### config.mk
export PLATFORM = sky130hd
export DESIGN_NAME = lock_ctrl
export DESIGN_NICKNAME = d
export VERILOG_FILES = /design/src/rtl/lock_ctrl.sv
export SDC_FILE = /design/constraint.sdc
export NUM_CORES = 1
export LEC_CHECK = 0
export CAP_MARGIN = 30
export CORE_MARGIN = 8
export CORE_UTILIZATION = 47
export CTS_BUF_LIST = sky130_fd_sc_hd__clkbuf_8
export DETAILED_ROUTE_END_ITERATION = 12
export PLACE_DENSITY = 0.82
export SLEW_MARGIN = 0
export SYNTH_ARGS = -nofsm -noshare
export SYNTH_HDL_FRONTEND = slang
export SYNTH_SLANG_ARGS = --single-unit
### constraint.sdc
create_clock -name clk -period 2.2 [get_ports clk]
set_input_delay 0.44 -clock clk [delete_from_list [all_inputs] [get_ports clk]]
set_output_delay 0.44 -clock clk [all_outputs]
set_load 0.1 [all_outputs]
### src/rtl/lock_ctrl.sv
// Keypad lock controller driving an external digit shift register.
// Optional feature: define LOCK_ALARM_EN for wrong-code counting and the ALARM state.
module lock_ctrl #(
   parameter int CODE_LEN  = 4,
   parameter int TRIES     = 3,
   parameter int OPEN_CYC  = 5000,
   parameter int ALARM_CYC = 1000
) (
   input  logic        clk,
   input  logic        rst,
   input  logic [4:0]  key,
   input  logic        key_strobe,
   output logic [3:0]  sr_en,
   output logic [4:0]  sr_in,
   output logic        sr_rst,
   input  logic [31:0] sr_out,
   output logic        unlocked,
   output logic        alarm,
   output logic [1:0]  state,
   output logic [3:0]  digit_cnt
);

   typedef enum logic [1:0] {
      SETUP  = 2'd0,
      LOCKED = 2'd1,
      OPEN   = 2'd2,
      ALARM  = 2'd3
   } st_t;

   localparam int          CW   = 4 * CODE_LEN;
   localparam logic [31:0] MASK = 32'hFFFF_FFFF >> (32 - CW);
   localparam int          TW   = $clog2(OPEN_CYC + ALARM_CYC + 1);

   st_t           st, st_n;
   logic [3:0]    cnt, cnt_n;
   logic [TW-1:0] tmr, tmr_n;
   logic          clr, clr_n;
   logic [31:0]   code;
   logic          code_ld;
   logic          kv, k_dig, k_ent, k_clr, accept, match;

`ifdef LOCK_ALARM_EN
   localparam int FW = $clog2(TRIES + 1);
   logic [FW-1:0] fail, fail_n;
`endif

   assign state     = st;
   assign digit_cnt = cnt;
   // clr marks the one-cycle shift-register flush after ENTER/CLEAR or reset
   assign sr_rst    = rst | clr;

   always_comb begin
      kv      = key_strobe && !clr && !rst;
      k_dig   = kv && (key <= 5'd9);
      k_ent   = kv && (key == 5'd10);
      k_clr   = kv && (key == 5'd11);
      match   = (cnt == 4'(CODE_LEN)) && ((sr_out & MASK) == code);
      st_n    = st;
      cnt_n   = clr ? 4'd0 : cnt;
      tmr_n   = '0;
      clr_n   = 1'b0;
      code_ld = 1'b0;
      accept  = 1'b0;
`ifdef LOCK_ALARM_EN
      fail_n  = fail;
`endif
      case (st)
         SETUP, LOCKED: begin
            if (k_dig) begin
               if (cnt < 4'(CODE_LEN)) begin
                  accept = 1'b1;
                  cnt_n  = cnt + 4'd1;
               end
            end else if (k_clr) begin
               clr_n = 1'b1;
               cnt_n = 4'd0;
            end else if (k_ent) begin
               clr_n = 1'b1;
               cnt_n = 4'd0;
               if (st == SETUP) begin
                  if (cnt == 4'(CODE_LEN)) begin
                     code_ld = 1'b1;
                     st_n    = LOCKED;
                  end
               end else if (match) begin
                  st_n = OPEN;
`ifdef LOCK_ALARM_EN
                  fail_n = '0;
`endif
               end else begin
`ifdef LOCK_ALARM_EN
                  fail_n = fail + 1'b1;
                  if (fail == FW'(TRIES - 1))
                     st_n = ALARM;
`endif
               end
            end
         end
         OPEN: begin
            if (k_ent) begin
               st_n  = LOCKED;
               clr_n = 1'b1;
            end else if (k_clr) begin
               st_n  = SETUP;
               clr_n = 1'b1;
            end else if (tmr == TW'(OPEN_CYC - 1)) begin
               st_n = LOCKED;
            end else begin
               tmr_n = tmr + 1'b1;
            end
         end
         default: begin
`ifdef LOCK_ALARM_EN
            // every key is dropped while the alarm runs
            if (tmr == TW'(ALARM_CYC - 1)) begin
               st_n   = LOCKED;
               fail_n = '0;
            end else begin
               tmr_n = tmr + 1'b1;
            end
`else
            st_n = LOCKED;
`endif
         end
      endcase
      sr_en = accept ? 4'd10 : 4'd0;
      sr_in = accept ? key : 5'd16;
   end

   always_ff @(posedge clk) begin
      if (rst) begin
         st       <= SETUP;
         cnt      <= 4'd0;
         tmr      <= '0;
         clr      <= 1'b1;
         code     <= '0;
         unlocked <= 1'b0;
      end else begin
         st       <= st_n;
         cnt      <= cnt_n;
         tmr      <= tmr_n;
         clr      <= clr_n;
         unlocked <= (st_n == OPEN);
         if (code_ld)
            code <= sr_out & MASK;
      end
   end

`ifdef LOCK_ALARM_EN
   always_ff @(posedge clk) begin
      if (rst) begin
         fail  <= '0;
         alarm <= 1'b0;
      end else begin
         fail  <= fail_n;
         alarm <= (st_n == ALARM);
      end
   end
`else
   assign alarm = 1'b0;
`endif

endmodule

==> results of run 1 <==
-- flip-flops by register name (all words and copies together), names as in the netlist --
signal     flops
code          16
tmr           13
digit_cnt      4
state          2
clr            1
unlocked       1
-- worst reg2reg max path, stage by stage (launching register included) --
cell and delay [ns]:
dfxtp_1 0.31, or4b_4 0.54, buf_4 0.17, nor3_4 0.16, and3b_1 0.22, buf_4 0.22
mux2i_1 0.22, nor2_1 0.05
-- layer usage --
layer	share of wire (%)	track usage, %	wire length (microns)
met4	1.7	5.66	65
met5	0	0	0
met1	46	15.3	1730
met2	46	21.8	1700
met3	6.4	4.43	238
-- placed cells by master (no fill, tap or decap), types with 3 or more instances in the layout --
| master | instances |
|---|---|
| conb_1 | 3 |
| dfxtp_2 | 4 |
| xor2_1 | 22 |
| nor3_1 | 11 |
| buf_4 | 21 |
| inv_1 | 3 |
| a21oi_1 | 5 |
| and2_4 | 4 |
| clkdlybuf4s50_1 | 20 |
| clkbuf_8 | 5 |
| nand2_1 | 8 |
| mux2i_1 | 16 |
| buf_12 | 9 |
| nand3_1 | 7 |
| nor2_1 | 33 |
| dfxtp_1 | 33 |
| nor4_1 | 4 |
| or2_2 | 3 |
| ha_1 | 3 |
| xnor2_1 | 5 |
-- kinds of logic after synthesis --
family	after synthesis	synth area share, %
and+or+nand+nor	85	24.8
xor gates and xnor gates	27	13.4
buffers and inverters	14	5.46
DFF	37	42.0
adders and majority gates	3	2.13
other	1	0.212
AOI/OAI and AO/OA	9	2.98
muxes	16	9.07
-- final cells by class --
cell class	instances	area share [%]
Clock inverter	3	0.562
Inverter	3	0.613
Multi-Input combinational cell	143	39.2
Timing Repair Buffer	55	23.9
Clock buffer	5	2.81
Tap cell	48	2.45
Sequential cell	37	30.5
-- report_power, final --
group	internal, mW	total, mW	leakage, nW	switching, mW
registers	0.671	0.672	0.300	0.000842
clock network	0.215	0.440	0.0491	0.226
logic	0.0677	0.153	0.621	0.0852
-- repair_timing --
action,CTS,global route
gates cloned,0,0
resized for setup,5,3
buffers inserted,1,1
setup endpoints to repair,26,7
pin swaps,4,2
-- how the worst min path moves through the flow --
stage	from	to	slack (ns)	depth (start not counted)
6_report	tmr[0]	tmr[0]	0.45	1
3_5_place_dp	tmr[0]	tmr[0]	0.44	1
4_1_cts	tmr[0]	tmr[0]	0.46	1
3_3_place_gp	tmr[0]	tmr[0]	0.43	1
2_1_floorplan	tmr[0]	tmr[0]	0.42	1
5_1_grt	tmr[0]	tmr[0]	0.50	1
-- stage by stage --
| step | power, mW | hold WS (ns) |
|---|---|---|
| final | 1.27 | 0.450 |
| after global routing | 1.31 | 0.496 |
| after CTS | 1.28 | 0.458 |
| after detailed placement | 0.840 | 0.443 |
| after global placement | 0.839 | 0.431 |
| after floorplan | 0.768 | 0.418 |
==> flow_summary.ini, run 1 <==
[synth]
synth_top_area_share_pct = 42.0
post-synth-top-area-cell = dfxtp_1
synthTopCellsByArea = dfxtp_1 (42%), xor2_1 (11%), mux2i_1 (9.1%)
yosys-top-cells-count = dfxtp_1 (37), nor2_1 (33), xor2_1 (22)
avgSynthCellArea_sq_um = 9.20
syn_area_sq_um = 1770
synth_top_flop_cell = dfxtp_1
yosysWarnings = 0
syn-instance-count = 192
ys_seq_area_share_pct = 42.0
synthArstFlopShare_pct = 0
ys_seq_elements = 37
synth_cell_types = 35
synth_edf_count = 0
post-synth-top-count-cell = dfxtp_1

[sta]
min_period_ns = 2.33
setup_viol = 7
setup_ws_ns = -0.129
rsz0062_at_grt = true
fin_setup_tns_ns = -0.742
finalMaxSlewViolations = 0
final_hold_viol_count = 0
clock_skew_ns = 0.00349
clock.fmax_mhz = 429
finalCritPeriodShare_pct = 106

[grt]
grt_pass1_wl_microns = 6580
grt_antenna_before_repair = 0
grt_max_degree = 24
grt.total_usage_pct = 13.3
first_global_vias = 1467
grt_overflow = 0

[place]
placed_area_sq_um = 2350
hpwl_microns = 2910
place_ws_ns = -0.421
port_buffers = 38
gp_congestion = 0.769
dp.cells = 284

[routing]
drt-initial-drc-count = 49
antenna_left = 0
wirelength_microns = 3740
vias = 1478
via_per_inst = 5.03
wire_per_inst_microns = 12.7
route.detailed.drc = 0
first_pass_iters = 4

[setup_path]
required_ns = 1.76
rr_startpoint = clr
rrSetupSlack_ns = 0.20
slowest_stage = or4b_4
endpoint = sr_in[3]
crit_chain = clkdlybuf4s15_1, or4b_4, nor4b_4, buf_6, and2_4, buf_12
crit_type = primary input to output port
r2r_cells = 7
crit_arrival_ns = 1.89
max_stage_delay_ns = 0.51
r2r-end = code[6]
crit_cells = 6
path_buf_inv = 3
endpoint_kind = output port
crit_fanout = 6
cp_top_family = simple AND/OR/NAND/NOR gates
critPathLaunch = rst
startpoint_type = primary input

[cells_and_area]
final_nets = 288
final_area_sq_um = 2450
finalNonFillerCells = 294
final_util_pct = 67.4
antenna_cells = 0
regArea_sq_um = 746
final_layout_size_suffix_gt1_share_pct = 22.4
num-fill-cells = 297
multi_input_area_sq_um = 961
area_delta_synth_final_pct = 38.7

[floorplanning]
fp.dieH_microns = 77.3
dieArea_sq_um = 5970
coreArea_sq_um = 3630
io_pins = 58
die_w_microns = 77.3
core.rowCount = 22
start_util_pct = 48.6

[cts]
cts_buffer_depth = 2
clk_pin_slew_worst_paths_ns = 0.07
cts_inserted_buffers = 5
ctsHoldBuffers = 0
cts_max_level = 2
cts_tree = yes
insertion_delay_ns = 0.28
numClockSinks = 37
cts-root-buf = clkbuf_8

[status]
violations = negative setup slack
status = complete, but fails checks

[worst_hold_path]
min_path_type = flop to flop

[power_and_ir_drop]
leakage_nw = 0.971
power_density_nw_per_um2 = 517
vdd_drop_max_mv = 0.468

[job]
cap_violations = 0
(Power assumes the default switching activity.)
==> run 2: changes to the inputs <==
- SLEW_MARGIN: 0 -> 20
==> results of run 2 <==
The final DEF is identical to that of run 1; final timing and power are the same.
